### config.mk
export PLATFORM = sky130hd
export DESIGN_NAME = keypad_key_fifo
export DESIGN_NICKNAME = d
export VERILOG_FILES = /design/src/rtl/keypad_pkg.sv /design/src/rtl/kp_fifo_core.sv /design/src/rtl/keypad_key_fifo.sv
export SDC_FILE = /design/constraint.sdc
export NUM_CORES = 1
export LEC_CHECK = 0
export CAP_MARGIN = 20
export CORE_MARGIN = 3
export CORE_UTILIZATION = 51
export DETAILED_ROUTE_END_ITERATION = 7
export PLACE_DENSITY = 0.77
export SETUP_SLACK_MARGIN = 0.5
export SLEW_MARGIN = 20
export SYNTH_ARGS = -nofsm -noshare
export SYNTH_HDL_FRONTEND = slang
export SYNTH_HIERARCHICAL = 1
export SYNTH_SLANG_ARGS = --single-unit
### constraint.sdc
create_clock -name CLK -period 2.1 [get_ports CLK]
set_clock_uncertainty 0.15 [all_clocks]
set_input_delay 0.42 -clock CLK [delete_from_list [all_inputs] [get_ports CLK]]
set_output_delay 0.42 -clock CLK [all_outputs]
set_load 0.02 [all_outputs]
### src/rtl/keypad_pkg.sv
// keypad_pkg: shared types and constants for the keypad key FIFO.
// Capture FSM state encoding, STATUS bit positions and key code width.
package keypad_pkg;

  localparam int KEY_W = 4;

  localparam int STAT_OVF   = 7;
  localparam int STAT_FULL  = 6;
  localparam int STAT_EMPTY = 5;

  typedef enum logic [1:0] {
    IDLE    = 2'd0,
    WAIT    = 2'd1,
    CAPTURE = 2'd2
  } cap_state_t;

endpackage

### src/rtl/kp_fifo_core.sv
// kp_fifo_core: key code storage with read/write pointers and occupancy count.
// Show-ahead read port (RDATA is always the head entry). A write into a full
// FIFO is accepted only when a pop happens in the same cycle. CLR overrides all.
module kp_fifo_core
  import keypad_pkg::*;
#(
  parameter int DEPTH = 8
) (
  input  logic             CLK,
  input  logic             RST_N,
  input  logic             CLR,
  input  logic             WR,
  input  logic [KEY_W-1:0] WDATA,
  input  logic             RD,
  output logic [KEY_W-1:0] RDATA,
  output logic [3:0]       COUNT
);

  localparam int         AW      = (DEPTH > 1) ? $clog2(DEPTH) : 1;
  localparam logic [3:0] DEPTH_C = 4'(DEPTH);

  logic [KEY_W-1:0] mem [DEPTH];
  logic [AW-1:0]    wr_ptr;
  logic [AW-1:0]    rd_ptr;
  logic             do_rd;
  logic             do_wr;

  // A pop needs data; a push needs room, which a same-cycle pop provides.
  assign do_rd = RD & (COUNT != 4'd0);
  assign do_wr = WR & ((COUNT != DEPTH_C) | do_rd);

  // Pointer and occupancy bookkeeping; pointers wrap naturally (DEPTH is 2^n).
  always_ff @(posedge CLK or negedge RST_N) begin
    if (!RST_N) begin
      wr_ptr <= '0;
      rd_ptr <= '0;
      COUNT  <= 4'd0;
    end else if (CLR) begin
      wr_ptr <= '0;
      rd_ptr <= '0;
      COUNT  <= 4'd0;
    end else begin
      if (do_wr) wr_ptr <= wr_ptr + AW'(1);
      if (do_rd) rd_ptr <= rd_ptr + AW'(1);
      case ({do_wr, do_rd})
        2'b10:   COUNT <= COUNT + 4'd1;
        2'b01:   COUNT <= COUNT - 4'd1;
        default: COUNT <= COUNT;
      endcase
    end
  end

  // Storage array; data only, so it carries no reset.
  always_ff @(posedge CLK) begin
    if (do_wr && !CLR) mem[wr_ptr] <= WDATA;
  end

  assign RDATA = mem[rd_ptr];

endmodule

### src/rtl/keypad_key_fifo.sv
// keypad_key_fifo: buffers key codes from the keypad driver for the MCU.
// A KEY_VALID rising edge starts a settle delay of CAPTURE_DLY cycles, after
// which KEY_CODE is sampled into the FIFO and IRQ pulses for one cycle.
// Optional feature macro: KEYPAD_FIFO_OVF_CNT_EN adds the OVF_CNT port and a
// saturating count of dropped writes.
module keypad_key_fifo
  import keypad_pkg::*;
#(
  parameter int DEPTH       = 8,
  parameter int CAPTURE_DLY = 4
) (
  input  logic             CLK,
  input  logic             RST_N,
  input  logic             KEY_VALID,
  input  logic [KEY_W-1:0] KEY_CODE,
  input  logic             RD,
  input  logic             CLR,
  output logic [7:0]       DOUT,
  output logic [7:0]       STATUS,
`ifdef KEYPAD_FIFO_OVF_CNT_EN
  output logic [7:0]       OVF_CNT,
`endif
  output logic             IRQ
);

  localparam logic [3:0] DEPTH_C  = 4'(DEPTH);
  localparam logic [3:0] DLY_LOAD = 4'(CAPTURE_DLY - 1);

  cap_state_t       state;
  logic [3:0]       dly_cnt;
  logic             kv_q;
  logic             key_edge;
  logic             wr_req;
  logic [KEY_W-1:0] rdata;
  logic [3:0]       count;
  logic             full;
  logic             empty;
  logic             accept;
  logic             drop;
  logic             ovf;

  assign key_edge = KEY_VALID & ~kv_q;

  // KEY_VALID history for rising-edge detection.
  always_ff @(posedge CLK or negedge RST_N) begin
    if (!RST_N) kv_q <= 1'b0;
    else        kv_q <= KEY_VALID;
  end

  // Capture sequencer: edge -> settle delay -> one sampling cycle.
  always_ff @(posedge CLK or negedge RST_N) begin
    if (!RST_N) begin
      state   <= IDLE;
      dly_cnt <= 4'd0;
    end else if (CLR) begin
      state   <= IDLE;
      dly_cnt <= 4'd0;
    end else begin
      case (state)
        IDLE: begin
          if (key_edge) begin
            state   <= WAIT;
            dly_cnt <= DLY_LOAD;
          end
        end
        WAIT: begin
          if (dly_cnt == 4'd0) state <= CAPTURE;
          else                 dly_cnt <= dly_cnt - 4'd1;
        end
        CAPTURE: state <= IDLE;
        default: state <= IDLE;
      endcase
    end
  end

  // KEY_CODE is sampled directly while in CAPTURE.
  assign wr_req = (state == CAPTURE);

  kp_fifo_core #(
    .DEPTH (DEPTH)
  ) u_core (
    .CLK   (CLK),
    .RST_N (RST_N),
    .CLR   (CLR),
    .WR    (wr_req),
    .WDATA (KEY_CODE),
    .RD    (RD),
    .RDATA (rdata),
    .COUNT (count)
  );

  assign full  = (count == DEPTH_C);
  assign empty = (count == 4'd0);

  // Full implies non-empty, so a same-cycle RD always frees a slot.
  assign accept = wr_req & (~full | RD);
  assign drop   = wr_req & full & ~RD;

  // One-cycle interrupt after each stored key; suppressed by CLR.
  always_ff @(posedge CLK or negedge RST_N) begin
    if (!RST_N)   IRQ <= 1'b0;
    else if (CLR) IRQ <= 1'b0;
    else          IRQ <= accept;
  end

  // Sticky overflow flag, cleared only by CLR or reset.
  always_ff @(posedge CLK or negedge RST_N) begin
    if (!RST_N)    ovf <= 1'b0;
    else if (CLR)  ovf <= 1'b0;
    else if (drop) ovf <= 1'b1;
  end

`ifdef KEYPAD_FIFO_OVF_CNT_EN
  logic [7:0] ovf_cnt;

  function automatic logic [7:0] sat_inc8(input logic [7:0] v);
    return (v == 8'hFF) ? v : v + 8'd1;
  endfunction

  // Saturating count of dropped writes.
  always_ff @(posedge CLK or negedge RST_N) begin
    if (!RST_N)    ovf_cnt <= 8'h00;
    else if (CLR)  ovf_cnt <= 8'h00;
    else if (drop) ovf_cnt <= sat_inc8(ovf_cnt);
  end

  assign OVF_CNT = ovf_cnt;
`endif

  // Status byte and show-ahead data port.
  always_comb begin
    STATUS             = 8'h00;
    STATUS[STAT_OVF]   = ovf;
    STATUS[STAT_FULL]  = full;
    STATUS[STAT_EMPTY] = empty;
    STATUS[3:0]        = count;
  end

  assign DOUT = empty ? 8'h00 : {4'h0, rdata};

endmodule

==> flow_summary.ini, run 1 <==
[outcome]
status = complete, but fails checks
violations = setup timing

[synthesis]
ys_seq_area_frac = 0.575
synthMuxAreaShare = 0.118
yosysUniqueCellTypes = 44
yosys.area_share.simple = 0.129
synth-edff-count = 32
synthTopCellsByArea = edfxtp_1 (38%), dfrtp_1 (19%), mux4_2 (7.2%)
synthCells = 187
synth_top_family_by_area = simple AND/OR/NAND/NOR gates
yosys.area_share.xor_xnor = 0.0175
synthAdderAreaFrac = 0.0381
yosys_warnings = 6
syn_area_per_cell_um2 = 13.3
synth_compound_area_frac = 0.0722
yosys_most_used_dff = edfxtp_1
async_flop_share = 0.373
synth_top_area_share = 0.385
synth.ff_latch_count = 51
synthesis.area_um2 = 2500
synth.largest_area_cell = edfxtp_1

[floorplan]
ios = 26
die_h_um = 76.0
die_x_um = 76.0
rows = 24
start_util = 0.550
core_um2 = 4530
die-area_um2 = 5770

[clocking]
clock-sinks = 51
htree_levels = 2
cts-root-buf = clkbuf_8
ctsHoldBuffers = 0
ctsLongestPathBuffers = 2
clk_pin_slew_worst_paths_ns = 0.10
cts_tree = done
cts_made_buffers = 5
insertion_delay_ns = 0.31

[place]
gp_congestion = 0.787
pre_cts_slack_ns = -0.441
io_buffers = 20
postPlaceCellArea_um2 = 3030
dpl.cell_count = 288
dp_hpwl_um = 3600

[global_routing]
antenna_found_initial = 0
grt_pass1_wl_um = 8580
grt_overflow = 0
grt_max_degree = 20
grt_pass1_vias = 1718
grt_use_total = 0.191

[setup_path]
max_stage_delay_ns = 0.50
crit_path_max_fanout = 8
worstSetupStartpointType = flop
reg2reg_slack_ns = -0.10
path_buf_inv = 2
endpoint_kind = primary output
crit_chain = buf_12, mux4_2, mux2_4, nor2b_4, buf_6
cp_top_family = multiplexers
arrival_ns = 1.90
critical_path_class = reg -> out
required_ns = 1.53
cp_slowest_cell = mux4_2

[finish]
layout.cells.non_filler = 316
fin_area_um2 = 3550
area_growth_pct = 42.4
diodes = 0
finalNetCount = 266
drive_gt1_frac = 0.494
nFillCells = 258

[routing]
routedWlPerCell_um = 18.7
drtAntennaViolNets = 0
avgViaCountPerCell = 5.54
drtIter0Drc = 78
route.detailed.drc = 0
drt-pass1-iter-count = 4
via_count = 1752
wl_um = 5890

[sta]
max_freq_ghz = 0.405
setup_tns_ns = -1.72
post-route-period-util = 1.18
slew_viol_final = 0
final-setup-viol-count = 18
hold_violations = 0
fin_crit_ns = 2.47
rsz0062_at_grt = true
worst_slack_ns = -0.370

[power_and_ir_drop]
switching_share = 0.305
powerDensity_nw_per_um2 = 779
ir_worst_vdd_v = 0.000520
seqPwrFrac = 0.411
leakagePower_nw = 1.36
p_comb_frac = 0.382
p_int_w = 0.00192
pwr-share-clk = 0.207
p_switching_w = 0.000843

[job]
cap_violations = 0

[min_path]
holdCritPathClass = in -> async
per-stage QoR:
step / utilization / hold WS, ns / total power (W)
after floorplan: - / -0.0256 / 0.00161
after global placement: 0.669 / 0.346 / 0.00184
after detailed placement: 0.669 / 0.355 / 0.00187
after CTS: 0.740 / 0.292 / 0.00257
after global routing: 0.784 / 0.303 / 0.00288
final: 0.784 / 0.286 / 0.00277
registers in the layout, summed over array words and instances (netlist names):
name / count
u_core/mem: 32
ovf: 1
u_core/COUNT: 4
u_core/rd_ptr: 3
IRQ: 1
kv_q: 1
dly_cnt: 4
state: 2
u_core/wr_ptr: 3
per-layer routing:
layer,vias up,GRT usage,part of all wire
li1,808,-,-
met1,881,0.233,0.41
met2,55,0.330,0.53
met3,8,0.0438,0.043
met4,0,0.0743,0.014
met5,-,0,0
Yosys cell counts, drive strengths merged, types with 2 or more instances:
| master | n |
|---|---|
| a2111oi | 2 |
| nor4b | 3 |
| a31oi | 2 |
| inv | 8 |
| nor3b | 2 |
| nor2 | 18 |
| nor4 | 2 |
| xnor2 | 2 |
| mux4 | 8 |
| nand3b | 2 |
| nor3 | 5 |
| nand2b | 5 |
| mux2 | 6 |
| buf | 11 |
| nor2b | 8 |
| a21oi | 8 |
| o21ai | 2 |
| nand2 | 6 |
| clkbuf | 4 |
| o211ai | 2 |
| mux2i | 4 |
| or3 | 3 |
| xor2 | 3 |
| edfxtp | 32 |
| dfrtp | 19 |
| ha | 6 |
final cells by class:
cell class	count	area [um2]	share of cell area
Sequential cell	51	1440	0.406
Multi-Input combinational cell	117	1250	0.352
Timing Repair Buffer	67	656	0.185
Tap cell	65	81.3	0.0229
Clock buffer	5	68.8	0.0194
Inverter	8	30.0	0.00845
Clock inverter	3	23.8	0.00669
cell families after synthesis:
family,count (synthesis)
simple gates,59
fa+ha+maj,7
compound gates,23
mux,18
other cells,1
xor+xnor,5
flops,51
buf+inv,23
power groups by stage:
stage | Sequential [W] | Combinational (W) | Clock (W)
6_report | 0.00114 | 0.00106 | 0.000572
5_1_grt | 0.00114 | 0.00112 | 0.000625
4_1_cts | 0.00113 | 0.000857 | 0.000581
3_5_place_dp | 0.00115 | 0.000717 | 0
3_3_place_gp | 0.00115 | 0.000691 | 0
2_1_floorplan | 0.00117 | 0.000438 | 0
repair_timing:
item,4_1_cts,5_1_grt
pin swaps,15,12
buffers inserted,10,10
gates resized for setup,90,38
setup endpoints to repair,52,58
final timing paths:
| check | start | end | cells past startpoint |
|---|---|---|---|
| max | u_core/rd_ptr[0] | DOUT[3] | 5 |
| max in group asynchronous | RST_N | u_core/COUNT[2] | 2 |
| min in group CLK | ovf | ovf | 1 |
| min reg2reg | ovf | ovf | 1 |
| min | RST_N | dly_cnt[1] | 2 |
| max reg2reg | u_core/COUNT[3] | u_core/COUNT[3] | 7 |
layout by cell type (no fill, tap or decap), types with 4 or more instances in the layout:
cell / n
a21oi_1: 5
buf_4: 22
buf_6: 33
clkbuf_8: 5
clkdlybuf4s50_1: 7
conb_1: 5
dfrtp_1: 15
dfrtp_2: 4
edfxtp_1: 32
inv_1: 7
mux2_4: 6
mux4_2: 8
nand2_1: 6
nor2_1: 13
nor2_4: 5
nor2b_1: 4
nor2b_4: 4
Power figures use the tool's default switching activity.
==> run 2: changes to the inputs <==
--- a/config.mk
+++ b/config.mk
@@ -7,9 +7,11 @@
 export LEC_CHECK = 0
 export CAP_MARGIN = 20
 export CORE_MARGIN = 3
-export CORE_UTILIZATION = 51
+export CORE_UTILIZATION = 53
+export CTS_BUF_LIST = sky130_fd_sc_hd__clkbuf_4
 export DETAILED_ROUTE_END_ITERATION = 7
-export PLACE_DENSITY = 0.77
+export PLACE_DENSITY = 0.79
+export RECOVER_POWER = 100
 export SETUP_SLACK_MARGIN = 0.5
 export SLEW_MARGIN = 20
 export SYNTH_ARGS = -nofsm -noshare
==> run 2 against run 1 <==
Against the previous run: the flow still finishes with violations (setup timing); cell count fell by 2.5%; first-iteration DRC count rose by 72%; setup slack got worse by 0.15 ns; critical path depth rose by 1; fmax fell by 5.7%; count of clock-buffer cells in the layout rose by 1; total power fell by 4.3%; die area fell by 3.5%.
==> flow_summary.ini, run 2 (synthesized netlist as in run 1, its figures left out) <==
[global_routing]
grt_pass1_vias = 1823
grt_overflow = 0
grtUsageMet3 = 0.0401
top_usage_layer = met2
use_met1 = 0.292
grt_use_met2 = 0.421
grt_pass1_wl_um = 9500
antenna_found_initial = 0
grt_use_total = 0.238
grt_max_degree = 27

[clocking]
cts_made_buffers = 5
cts-root-buf = clkbuf_4
clk_pin_slew_worst_paths_ns = 0.14
clock-sinks = 51
cts_tree = done
ctsHoldBuffers = 0
ctsLongestPathBuffers = 2
insertion_delay_ns = 0.37
htree_levels = 2

[sta]
rsz0062_at_grt = true
hold_violations = 0
worst_slack_ns = -0.519
max_freq_ghz = 0.382
fin_crit_ns = 2.62
post-route-period-util = 1.25
maxSlewHeadroom = 0.312
whs_ns = 0.396
worstMarginPinSlew_ns = 1.03
setup_tns_ns = -7.46
final-setup-viol-count = 46
slew_viol_final = 0

[setup_path]
arrival_ns = 2.05
critical_path_class = reg -> out
required_ns = 1.53
endpoint_kind = primary output
crit_path_max_fanout = 4
worstSetupStartpointType = flop

[floorplan]
rows = 24
ios = 26
start_util = 0.562
die_x_um = 74.6
die_h_um = 74.6
core_um2 = 4440
die-area_um2 = 5570

[routing]
via_count = 1842
drtAntennaViolNets = 0
wl_um = 6560
drt-pass1-iter-count = 4
route.detailed.drc = 0
avgViaCountPerCell = 5.98
routedWlPerCell_um = 21.3
drtIter0Drc = 134

[finish]
layout_commonest_cell = edfxtp_1
reg_top3 = u_core/mem (32), dly_cnt (4), u_core/COUNT (4)
nFillCells = 239
fin_area_um2 = 3500
final_cell_mix = edfxtp_1 (32), buf_6 (28), buf_4 (26), dfrtp_1 (16), nor2_1 (13)
largest_register_ffs = 32
area_growth_pct = 40.1
diodes = 0
final_core_util = 0.787
top_register = u_core/mem
finalNetCount = 271
drive_gt1_frac = 0.441

[place]
io_buffers = 20
gp_congestion = 0.851
dp_hpwl_um = 3710
postPlaceCellArea_um2 = 3050

[power_and_ir_drop]
powerDensity_nw_per_um2 = 757
power_w = 0.00265
leakagePower_nw = 1.35
ir_worst_vdd_v = 0.000419

[min_path]
holdCritPathClass = reg -> reg

[outcome]
status = complete, but fails checks
violations = setup timing

[job]
cap_violations = 0
==> run 2: cell types whose count changed in the layout (fill, tap and decap cells not counted), moves of 4 or more <==
cell             previous run  this run
buf_4                      22        26
buf_6                      33        28
clkdlybuf4s50_1             7         2
clkbuf_8                    5         0
mux2_2                      0         4
mux2_4                      6         2
dlygate4sd3_1               0         6
clkbuf_4                    0         6
clkbuf_1                    0         4
==> run 2: final cells by class <==
type	count	area (um2)	share of cell area
flip-flops and latches	51	1440	0.412
multi-input cells	117	1200	0.343
repair buffers	72	703	0.201
well taps	52	65.1	0.0186
clock buffers	6	45.0	0.0129
inverters	8	30.0	0.00859
clock inverters	2	12.5	0.00358
==> run 2: stage by stage <==
stage / cells / setup slack [ns]
CTS: 300 / -0.479
floorplan: 191 / -0.120
global placement: 276 / -0.396
detailed placement: 276 / -0.408
finish: 308 / -0.519
global route: 308 / -0.599
==> run 2: repair_timing <==
item	in CTS	in global routing
setup buffers	15	8
setup endpoints to repair	52	56
cloned	1	0
pin swaps	22	15
gates resized for setup	95	22
==> run 2: where the power goes <==
part	leakage (nW)	switching, W	internal [W]
clock	0.0333	0.000305	0.000144
combinational	0.776	0.000501	0.000575
sequential	0.542	0.0000247	0.00110
total	1.35	0.000831	0.00182
==> run 2: worst paths after layout <==
path	start	endpoint	slack [ns]	depth (start not counted)
max	u_core/rd_ptr[0]	DOUT[1]	-0.52	6
min	ovf	ovf	0.40	1
max reg2reg	u_core/COUNT[0]	u_core/COUNT[3]	-0.39	8
min reg2reg	ovf	ovf	0.40	1
max in group asynchronous	RST_N	u_core/COUNT[2]	0.55	2
min in group asynchronous	RST_N	u_core/COUNT[1]	0.57	2
==> run 2: layer usage <==
layer | share of wire | up-vias
met5 | 0 | -
met4 | 0.030 | 0
met3 | 0.040 | 16
met2 | 0.56 | 58
met1 | 0.37 | 947
li1 | - | 821
==> run 2: critical path, cell delays in order (launching register included) <==
cell,delay [ns]
dfrtp_1,0.39
buf_4,0.14
buf_16,0.12
mux4_2,0.49
mux2_2,0.27
nor2b_1,0.12
buf_2,0.15
==> run 3: changes to the inputs <==
--- a/config.mk
+++ b/config.mk
@@ -5,11 +5,13 @@
 export SDC_FILE = /design/constraint.sdc
 export NUM_CORES = 1
 export LEC_CHECK = 0
+export ABC_AREA = 1
 export CAP_MARGIN = 20
 export CORE_MARGIN = 3
 export CORE_UTILIZATION = 53
 export CTS_BUF_LIST = sky130_fd_sc_hd__clkbuf_4
 export DETAILED_ROUTE_END_ITERATION = 7
+export HOLD_SLACK_MARGIN = 0.15
 export PLACE_DENSITY = 0.79
 export RECOVER_POWER = 100
 export SETUP_SLACK_MARGIN = 0.5
==> run 3 against run 2 <==
Against the previous run: final area increased by 2.6%; sequential share of layout area is 1.0 points lower; largest power group is now combinational cells; sequential power is 8% higher; fmax is 6.4% higher; the flow still finishes with violations (setup timing); flip-flop and latch count unchanged; core utilization grew 0.48 points; wire length up 2.0%; die area grew 3.1%; synthesized cell count increased by 43%; critical path depth is 3 higher; synthesized area up 3.4%; worst hold slack worse by 0.048 ns.
==> flow_summary.ini, run 3 <==
[clocking]
insertion_delay_ns = 0.39
cts_tree = done
ctsLongestPathBuffers = 2
clk_pin_slew_worst_paths_ns = 0.16
cts_made_buffers = 5
clock-sinks = 51
cts-root-buf = clkbuf_4
htree_levels = 2

[place]
dp_hpwl_um = 3820
io_buffers = 20
pre_cts_slack_ns = -0.265
gp_congestion = 0.822

[setup_path]
cp_slowest_cell = dfrtp_1
critical_path_class = reg -> out
crit_path_end = DOUT[3]
cp_top_family = flip-flops
path_buf_inv = 4
reg2reg_slack_ns = -0.19
crit_chain = buf_4, buf_6, nor2_1, o32ai_2, nand2_1, nand2_1, inv_1, nor2_2, buf_6
r2r_start = u_core/COUNT[1]
max_stage_delay_ns = 0.45
arrival_ns = 1.89
endpoint_kind = primary output
r2r_end = u_core/COUNT[3]
reg2reg_depth = 14
required_ns = 1.53
crit_path_max_fanout = 7
cp.depth = 9
worstSetupStartpointType = flop
startpoint = u_core/rd_ptr[0]

[routing]
routedWlPerCell_um = 16.8
wl_um = 6690
avgViaCountPerCell = 5.26
drt-pass1-iter-count = 4
route.detailed.drc = 0
drtAntennaViolNets = 0
drtIter0Drc = 158
via_count = 2088

[floorplan]
die-area_um2 = 5740
rows = 24
ios = 26
die_x_um = 75.8
start_util = 0.569
die_h_um = 75.8
core_um2 = 4530

[synthesis]
yosysMostFrequentCell = nand2_1
yosysUniqueCellTypes = 32
yosys_most_used_dff = edfxtp_1
synth_top_area_share = 0.372
synth-edff-count = 32
yosys_warnings = 6
synth.ff_latch_count = 51
async_flop_share = 0.373
synthTopCellsByArea = edfxtp_1 (37%), dfrtp_1 (18%), nand2_1 (8.9%)
syn_area_per_cell_um2 = 9.63
synth_commonest_cells = nand2_1 (61), nor2_1 (38), edfxtp_1 (32)
ys_seq_area_frac = 0.556
synth.largest_area_cell = edfxtp_1
synthCells = 268
synthesis.area_um2 = 2580

[finish]
seq_area_um2 = 1440
largest_register_ffs = 32
drive_gt1_frac = 0.410
layout_commonest_cell = nand2_1
nFillCells = 269
multi_input_area_um2 = 1240
area_growth_pct = 39.1
final_cell_mix = nand2_1 (51), edfxtp_1 (32), buf_6 (29), inv_1 (21), nor2_1 (21)
top_register = u_core/mem
reg_top3 = u_core/mem (32), dly_cnt (4), u_core/COUNT (4)
finalNetCount = 347
diodes = 0

[sta]
slew_viol_final = 0
final-setup-viol-count = 41
worstMarginPinSlew_ns = 1.13
maxSlewHeadroom = 0.244
worst_slack_ns = -0.360
rsz0062_at_grt = true
hold_violations = 0
max_freq_ghz = 0.406
setup_tns_ns = -3.55
fin_crit_ns = 2.46
post-route-period-util = 1.17

[min_path]
holdCritPathClass = reg -> reg

[job]
cap_violations = 0

[power_and_ir_drop]
ir_worst_vdd_v = 0.000765
leakagePower_nw = 1.52
powerDensity_nw_per_um2 = 933
power_w = 0.00335

[outcome]
status = complete, but fails checks
violations = setup timing

[global_routing]
grt_pass1_vias = 1828
grt_use_total = 0.213
grt_overflow = 0
grt_max_degree = 20
grt_pass1_wl_um = 9000
antenna_found_initial = 0
[run 3: per-stage QoR]
stage / cell area, um2 / hold WS [ns] / utilization / std cells
2_1_floorplan: 2790 / -0.0256 / - / 272
3_3_place_gp: 3130 / 0.318 / 0.689 / 365
3_5_place_dp: 3130 / 0.323 / 0.689 / 365
4_1_cts: 3490 / 0.197 / 0.769 / 386
5_1_grt: 3590 / 0.389 / 0.792 / 397
6_report: 3590 / 0.348 / 0.792 / 397
[run 3: power by group]
group	internal (W)	switching [W]	leakage [nW]	total, W
combinational	0.000704	0.000832	0.941	0.00154
sequential	0.00114	0.0000733	0.538	0.00121
clock	0.000257	0.000342	0.0458	0.000599
total	0.00210	0.00125	1.52	0.00335
[run 3: cell type report]
cell class,count,area share
sequential,51,0.402
multi-input combinational,177,0.346
timing repair buffer,65,0.170
inverter,31,0.0366
tap,65,0.0227
clock inverter,3,0.0132
clock buffer,5,0.0105
[run 3: how the worst min path moves through the flow]
stage | cells after the start | slack (ns) | start | end
final | 2 | 0.35 | dly_cnt[0] | dly_cnt[0]
after floorplan | 0 | -0.03 | RST_N | IRQ
after CTS | 2 | 0.20 | RST_N | u_core/COUNT[1]
after detailed placement | 2 | 0.32 | dly_cnt[0] | dly_cnt[0]
after global placement | 2 | 0.32 | dly_cnt[0] | dly_cnt[0]
after global routing | 2 | 0.39 | dly_cnt[0] | dly_cnt[0]
[run 3: cells by family (layout without fill, tap and decap cells)]
logic type | count (synthesis) | count (layout) | share of synthesized area
simple gates | 129 | 129 | 0.232
flops | 51 | 51 | 0.556
buf+inv | 44 | 104 | 0.0805
compound gates | 31 | 31 | 0.0737
fa+ha+maj | 7 | 7 | 0.0368
mux | 4 | 4 | 0.0155
other cells | 1 | 5 | 0.00145
xor+xnor | 1 | 1 | 0.00339
[run 3: tightest hold or removal path, cell delays in order, from the launching register on]
cell and delay, ns:
dfrtp_1 0.37, nand2_1 0.05, nand2_1 0.06
[run 3: timing repair]
item / 4_1_cts / 5_1_grt
pin swaps: 31 / 28
setup endpoints to repair: 49 / 58
buffers inserted: 13 / 11
hold buffers: 0 / 0
resized for setup: 115 / 30
[run 3: routing by layer]
layer,vias to the layer above,share of wire,GRT usage
li1,994,-,-
met1,1008,0.41,0.293
met2,65,0.52,0.335
met3,21,0.044,0.0515
met4,0,0.033,0.0660
met5,-,0,0
